$ cat src/rtl/uart_rx_deser.sv
// UART receiver: synchronises rx_sig, samples each bit at mid-bit, and presents
// each received byte through a one-entry valid/ready holding register.
module uart_rx_deser #(
    parameter int DATA_BITS = 8,
    parameter int BAUD      = 115200,
    parameter int CLK_FREQ  = 100_000_000
) (
    input  logic                 clock,
    input  logic                 reset,
    input  logic                 rx_sig,
    output logic [DATA_BITS-1:0] data,
    output logic                 valid,
    input  logic                 ready,
    output logic                 frame_err,
    output logic                 overrun,
    output logic                 busy
);

    localparam int CLKS_PER_BIT = CLK_FREQ / BAUD;
    localparam int CNT_W        = $clog2(CLKS_PER_BIT);
    localparam int IDX_W        = (DATA_BITS > 1) ? $clog2(DATA_BITS) : 1;
    localparam logic [CNT_W-1:0] CNT_HALF = CNT_W'(CLKS_PER_BIT / 2 - 1);
    localparam logic [CNT_W-1:0] CNT_LAST = CNT_W'(CLKS_PER_BIT - 1);
    localparam logic [IDX_W-1:0] IDX_LAST = IDX_W'(DATA_BITS - 1);

    typedef enum logic [2:0] {
        S_IDLE  = 3'd0,
        S_START = 3'd1,
        S_DATA  = 3'd2,
        S_STOP  = 3'd3,
        S_BREAK = 3'd4
    } state_t;

    state_t                 state_q, state_d;
    logic [CNT_W-1:0]       cnt_q, cnt_d;
    logic [IDX_W-1:0]       idx_q, idx_d;
    logic [DATA_BITS-1:0]   shift_q, shift_d;
    logic                   sync1_q, rxs_q, rxs_prev_q;
    logic [DATA_BITS-1:0]   data_q, data_d;
    logic                   valid_q, valid_d;
    logic                   frame_err_q, frame_err_d;
    logic                   overrun_q, overrun_d;
    logic                   busy_q;
    logic                   complete_s;
    logic                   ferr_s;
    logic                   fall_s;

    assign fall_s = ~rxs_q & rxs_prev_q;

    // Two-flop synchroniser plus previous-value flop for edge detection.
    always_ff @(posedge clock) begin
        if (!reset) begin
            sync1_q    <= 1'b1;
            rxs_q      <= 1'b1;
            rxs_prev_q <= 1'b1;
        end else begin
            sync1_q    <= rx_sig;
            rxs_q      <= sync1_q;
            rxs_prev_q <= rxs_q;
        end
    end

    // Frame FSM next-state: bit timing counter, bit index and shift register.
    always_comb begin
        state_d    = state_q;
        cnt_d      = cnt_q + CNT_W'(1);
        idx_d      = idx_q;
        shift_d    = shift_q;
        complete_s = 1'b0;
        ferr_s     = 1'b0;
        case (state_q)
            S_IDLE: begin
                cnt_d = '0;
                if (fall_s) begin
                    state_d = S_START;
                end else begin
                    state_d = S_IDLE;
                end
            end
            S_START: begin
                if (cnt_q == CNT_HALF) begin
                    cnt_d = '0;
                    idx_d = '0;
                    if (rxs_q) begin
                        state_d = S_IDLE;
                    end else begin
                        state_d = S_DATA;
                    end
                end else begin
                    state_d = S_START;
                end
            end
            S_DATA: begin
                if (cnt_q == CNT_LAST) begin
                    cnt_d          = '0;
                    shift_d[idx_q] = rxs_q;
                    if (idx_q == IDX_LAST) begin
                        state_d = S_STOP;
                    end else begin
                        idx_d = idx_q + IDX_W'(1);
                    end
                end else begin
                    state_d = S_DATA;
                end
            end
            S_STOP: begin
                // Leaving at mid-stop keeps a back-to-back start edge visible.
                if (cnt_q == CNT_LAST) begin
                    cnt_d = '0;
                    if (rxs_q) begin
                        complete_s = 1'b1;
                        state_d    = S_IDLE;
                    end else begin
                        ferr_s  = 1'b1;
                        state_d = S_BREAK;
                    end
                end else begin
                    state_d = S_STOP;
                end
            end
            S_BREAK: begin
                cnt_d = '0;
                if (rxs_q) begin
                    state_d = S_IDLE;
                end else begin
                    state_d = S_BREAK;
                end
            end
            default: begin
                cnt_d   = '0;
                state_d = S_IDLE;
            end
        endcase
    end

    // Holding register: accept on completion if empty or draining this cycle.
    always_comb begin
        data_d      = data_q;
        valid_d     = valid_q;
        overrun_d   = 1'b0;
        frame_err_d = ferr_s;
        if (complete_s) begin
            if (!valid_q || ready) begin
                data_d  = shift_q;
                valid_d = 1'b1;
            end else begin
                overrun_d = 1'b1;
            end
        end else if (valid_q && ready) begin
            valid_d = 1'b0;
        end else begin
            valid_d = valid_q;
        end
    end

    // State and output registers.
    always_ff @(posedge clock) begin
        if (!reset) begin
            state_q     <= S_IDLE;
            cnt_q       <= '0;
            idx_q       <= '0;
            shift_q     <= '0;
            data_q      <= '0;
            valid_q     <= 1'b0;
            frame_err_q <= 1'b0;
            overrun_q   <= 1'b0;
            busy_q      <= 1'b0;
        end else begin
            state_q     <= state_d;
            cnt_q       <= cnt_d;
            idx_q       <= idx_d;
            shift_q     <= shift_d;
            data_q      <= data_d;
            valid_q     <= valid_d;
            frame_err_q <= frame_err_d;
            overrun_q   <= overrun_d;
            busy_q      <= (state_d != S_IDLE);
        end
    end

    assign data      = data_q;
    assign valid     = valid_q;
    assign frame_err = frame_err_q;
    assign overrun   = overrun_q;
    assign busy      = busy_q;

endmodule

$ cat config.mk
export PLATFORM = sky130hd
export DESIGN_NAME = uart_rx_deser
export DESIGN_NICKNAME = d
export VERILOG_FILES = /design/src/rtl/uart_rx_deser.sv
export SDC_FILE = /design/constraint.sdc
export NUM_CORES = 1
export LEC_CHECK = 0
export CAP_MARGIN = 20
export CORE_ASPECT_RATIO = 0.7
export CORE_MARGIN = 2
export CORE_UTILIZATION = 40
export CTS_BUF_LIST = sky130_fd_sc_hd__clkbuf_4
export CTS_CLUSTER_DIAMETER = 50
export DETAILED_ROUTE_END_ITERATION = 8
export PLACE_DENSITY = 0.62
export SYNTH_ARGS = -nofsm -noshare
export SYNTH_HDL_FRONTEND = slang
export SYNTH_SLANG_ARGS = --single-unit
export TNS_END_PERCENT = 100
$ cat constraint.sdc
create_clock -name clock -period 2.3 [get_ports clock]
set_input_delay 0.46 -clock clock [delete_from_list [all_inputs] [get_ports clock]]
set_output_delay 0.46 -clock clock [all_outputs]
set_load 0.03 [all_outputs]
# --- After elaboration in Yosys (flattened, before gate mapping) ---
# Index checks and enable logic that the tools add are counted.
classes:
  n_addsub: 2
  n_lt_le_gt_ge: 2
  eq_ne: 11
  mul: 0
  muxes: 26
  n_div: 0
  reduce_logical: 15
  shift: 0
  bitwise_logic: 2
ops:
  columns: ["operator", "count"]
  rows:
  - ["3-bit 2-to-1 mux", 8]
  - ["10-bit 2-to-1 mux", 2]
  - ["10-bit one-hot mux with 2 select lines", 1]
  - ["3-bit one-hot mux with 5 select lines", 1]
  - ["10-bit by 1-bit adder with 10-bit output, second input constant", 1]
  - ["10-bit == test, second input constant", 1]
  - ["10-bit by 9-bit == test with 1-bit output, second input constant", 1]
  - ["1-bit 2-to-1 mux", 10]
  - ["8-bit bitwise mux", 1]
  - ["2-bit AND reduction", 4]
  - ["3-bit by 2-bit == test with 1-bit output, second input constant", 2]
  - ["3-bit == test, second input constant", 2]
  - ["2-bit != test, second input constant", 3]
  - ["3-bit one-hot mux with 2 select lines", 1]
  - ["3-bit by 4-bit < comparator with 1-bit output, second input constant", 1]
  - ["4-bit AND reduction", 1]
  - ["2-bit nonzero test", 2]
  - ["3-bit by 1-bit adder with 3-bit output, second input constant", 1]
  - ["1-bit demux with 3-bit select", 1]
  - ["3-bit by 1-bit == test with 1-bit output, second input constant", 1]
  - ["3-bit by 1-bit greater-or-equal comparator with 1-bit output, second input constant", 1]
  - ["3-bit zero test", 1]
  - ["3-bit AND reduction", 1]
  - ["3-bit nonzero test", 1]
  - ["other kinds (8)", 9]
totals:
  mem_count: 0
  mem_bits_rw: 0
  in_bits: 4
  wordCells: 70
  reg_bits: 39
  latchBits: 0
  out_inout_bits: 12
  rom_bits: 0

# --- Longest topological paths before layout ---
logic_depth:
  depth_word: 5
  mapped_depth: 7
  ltp_nobuf: 7

# --- Worst setup path before layout ---
# OpenSTA, ideal clock, no wires.
synth_path:
  path_kind: "register -> register"
  start: "register cnt_q[3]"
  end: "register shift_q[0]"
  stages_incl_launch_ff: 7
  n_path_buf: 1
  slack_ps: 565
  arrival_ps: 1604
  period_less_slack_ps: 1735
  cell_sequence: "dfxtp_1 or3b_1 buf_6 nor3_4 nand3b_2 o311ai_1 o41ai_1"
synth_via:
  elab_chain_cells: 2
synth_lines:
  columns: ["element", "line", "source"]
  rows:
  - ["start: declaration", "35", "logic [CNT_W-1:0] cnt_q, cnt_d;"]
  - ["start signal: assignment", "170", "cnt_q <= cnt_d;"]
  - ["10-bit == test", "94", "if (cnt_q == CNT_LAST) begin"]
  - ["2-bit AND reduction (no line)", null, null]
  - ["end signal: assignment", "172", "shift_q <= shift_d;"]
  - ["end: declaration", "37", "logic [DATA_BITS-1:0] shift_q, shift_d;"]
# Every way passes these cells.
# A chain may end at the register's enable or synchronous reset.

# --- Worst setup path in the final report ---
layout_path:
  start: "register cnt_q[8]"
  end: "register data_q[7] (netlist: data[7])"
layout_via:
  elab_chain_cells: 4
layout_lines:
  columns: ["element", "line", "source"]
  rows:
  - ["10-bit == test", "108", "if (cnt_q == CNT_LAST) begin"]
  - ["1-bit 2-to-1 mux", "108", null]
  - ["1-bit 2-to-1 mux", "71", "case (state_q)"]
  - ["2-bit AND reduction (no line)", null, null]
  - ["end signal: assignment", "173", "data_q <= data_d;"]
  - ["end: declaration", "39", "logic [DATA_BITS-1:0] data_q, data_d;"]
# Every way passes these cells.

==> impl_metrics.yaml <==
detailed_routing:
  drt_first_pass_iters: 4
  drc_errors: 0
  wl_per_cell_um: 12.5
  routed_wl_um: 3090
  vias_per_cell: 5.07
  vias: 1253
  first_iter_violations: 87
  drtAntennaViolNets: 0
placement:
  place_ws_ns: 0.204
  io_buffers: 15
  routabilityCongestion: 0.892
  hpwl_um: 2200
global_routing:
  grt_max_degree: 24
  grt_pass1_wl_um: 5430
  grt_pass1_vias: 1177
  antenna_found_initial: 0
  grt_usage_pct: 15.1
  gr-total-overflow: 0
pwr:
  leakage_nw: 0.767
  powerDensity_nw_per_um2: 660
  ir_worst_vdd_v: 0.000316
  power_mw: 1.32
synth:
  syn_inst: 179
  ys_ff_latch: 39
  synthXorXnorAreaFrac_pct: 3.58
  synth_cell_type_count: 43
  synth_top_area_share_pct: 45.6
  synth-edff-count: 0
  synth_compound_area_share_pct: 8.11
  syn-cell-area_um2: 1710
  ys.warnings.count: 0
  synthAdderAreaFrac_pct: 2.92
  synth-simple-area-share_pct: 27.5
  netlist_top_cells_area: "dfxtp_1 46%, mux2i_1 8.8%, nor2b_1 4.7%"
  synth_commonest_cells: "39 x dfxtp_1, 19 x nor2_1, 17 x nand2_1"
  synthMuxAreaShare_pct: 8.77
  synth_area_per_cell_um2: 9.57
  synth_most_common_cell: "dfxtp_1"
  synth.net_count: 187
  synth_ff_type: "dfxtp_1"
  async_flop_share_pct: 0
  yosysSeqAreaShare_pct: 45.6
  synth_top_family_by_area: "simple AND/OR/NAND/NOR gates"
  yosys.area.top_type: "dfxtp_1"
final_layout:
  fill_cells: 365
  layout-drive-gt1-share_pct: 8.21
  antenna_cells: 0
  area_growth_pct: 16.8
  num-nets-final: 202
  utilization_pct: 49.8
critical_path:
  timing.rr.start: "cnt_q[8]"
  crit_path_start: "cnt_q[8]"
  cpPeakStageDelay_ns: 0.50
  start_kind: "flip-flop"
  crit_type: "reg2reg"
  path_cells: "or3b_1 > nor4_2 > nand2b_2 > mux2i_1 > nor2b_1"
  cp.required_ns: 2.56
  arrival_ns: 2.23
  cp_slowest_cell: "or3b_1"
  critPathMaxFanout: 8
  cp-end-kind: "flip-flop"
hold_path:
  hp-start: "sync1_q"
  hp-class: "reg2reg"
cts:
  post_cts_resized: 0
  insertion_delay_ns: 0.36
  clk_path_buf_depth: 2
  clk_pin_slew_worst_paths_ns: 0.12
  cts_max_level: 2
  cts_tree: "built"
  cts_made_buffers: 5
  post_cts_buffers: 0
  postCtsHoldBufs: 0
  root_buffer: "clkbuf_4"
  cts_num_sinks: 39
floorplan:
  die_w_um: 82.2
  ios: 16
  core_um2: 4020
  start_util_pct: 42.6
  die_area_um2: 4830
  die_h_um: 58.8
  fp-row-count: 19
sta:
  fin_crit_sh_pct: 85.5
  finalHoldViolations: 0
  clock_skew_ns: 0.0152
  holdWs_ns: 0.435
  final_max_slew_viol_count: 0
  layout_setup_ws_ns: 0.333
  setup_tns_ns: 0
  tightestPinTransition_ns: 0.474
  rsz0062_at_grt: "no"
  timing.slew.headroom_pct: 68.3
  setup_violations: 0
  max_clock_freq_mhz: 508
  period_needed_ns: 1.97
job:
  maxCapViolCount: 0
outcome:
  outcome: "finished clean"
cells in the final DEF (no fill, tap or decap), types with 2 or more instances in the layout:
master / Yosys / layout
xnor2_1: 3 / 3
nor2b_1: 13 / 13
ha_1: 4 / 4
clkdlybuf4s50_1: 0 / 15
nor4b_1: 2 / 2
nand4_1: 2 / 2
o21a_1: 2 / 2
inv_1: 5 / 5
nand2_1: 17 / 17
nand4bb_1: 2 / 2
xor2_1: 4 / 4
o21ai_0: 3 / 3
bufinv_16: 0 / 2
dfxtp_1: 39 / 39
nand3_1: 6 / 6
and3_1: 2 / 2
nand4b_1: 2 / 2
a22oi_1: 3 / 3
nand2b_1: 4 / 3
nor3b_2: 2 / 2
nand3b_1: 2 / 2
mux2i_1: 15 / 15
nor2_1: 19 / 19
a21oi_1: 3 / 3
clkbuf_4: 0 / 6
cells by family after synthesis:
kind of cell               count (synthesis)
and+or+nand+nor                           81
muxes                                     15
buffers and inverters                     13
AOI/OAI and AO/OA                         20
xor gates and xnor gates                   7
DFF                                       39
adders and majority gates                  4
routing by layer:
layer  vias to the layer above  wire [µm]  GRT usage [%]
met5                         -          0              0
met4                         0         68           8.33
met3                         7        179           4.75
met2                        34       1190           18.8
met1                       563       1650           22.4
li1                        649          -              -
layout make-up:
class	count	area [µm²]	area share (%)
Clock inverter	2	60.1	3.00
Multi-Input combinational cell	127	873	43.7
Clock buffer	6	45.0	2.25
Sequential cell	39	781	39.0
Timing Repair Buffer	16	158	7.88
Inverter	5	18.8	0.938
Tap cell	52	65.1	3.25
per-stage QoR:
| step | area, µm² | cells |
|---|---|---|
| floorplan | 1710 | 179 |
| global placement | 1890 | 239 |
| detailed placement | 1890 | 239 |
| CTS | 2000 | 247 |
| global route | 2000 | 247 |
| finish | 2000 | 247 |
path summary, 6_finish.rpt:
check	endpoint	slack [ns]	depth (start not counted)
setup / recovery	data[7]	0.33	5
hold / removal	rxs_q	0.43	1
setup reg to reg	data[7]	0.33	5
hold reg to reg	rxs_q	0.43	1
registers in the layout (all words and copies together) (netlist names):
register / cells
overrun: 1
state_q: 3
idx_q: 3
rxs_prev_q: 1
frame_err: 1
cnt_q: 10
rxs_q: 1
sync1_q: 1
shift_q: 8
valid: 1
busy: 1
data: 8
where the power goes:
group	internal [mW]	total, mW	leakage, nW	switching (mW)
Combinational	0.0229	0.0510	0.396	0.0281
Sequential	0.683	0.691	0.315	0.00858
Clock	0.351	0.577	0.0559	0.226
critical path, delay by kind of cell, from the launching register on:
kind             cells  cell delay, ns
AND/OR/NAND/NOR      4            1.28
flip-flops           1            0.37
multiplexers         1            0.22
Note: power is estimated with default switching activity, not from simulation.
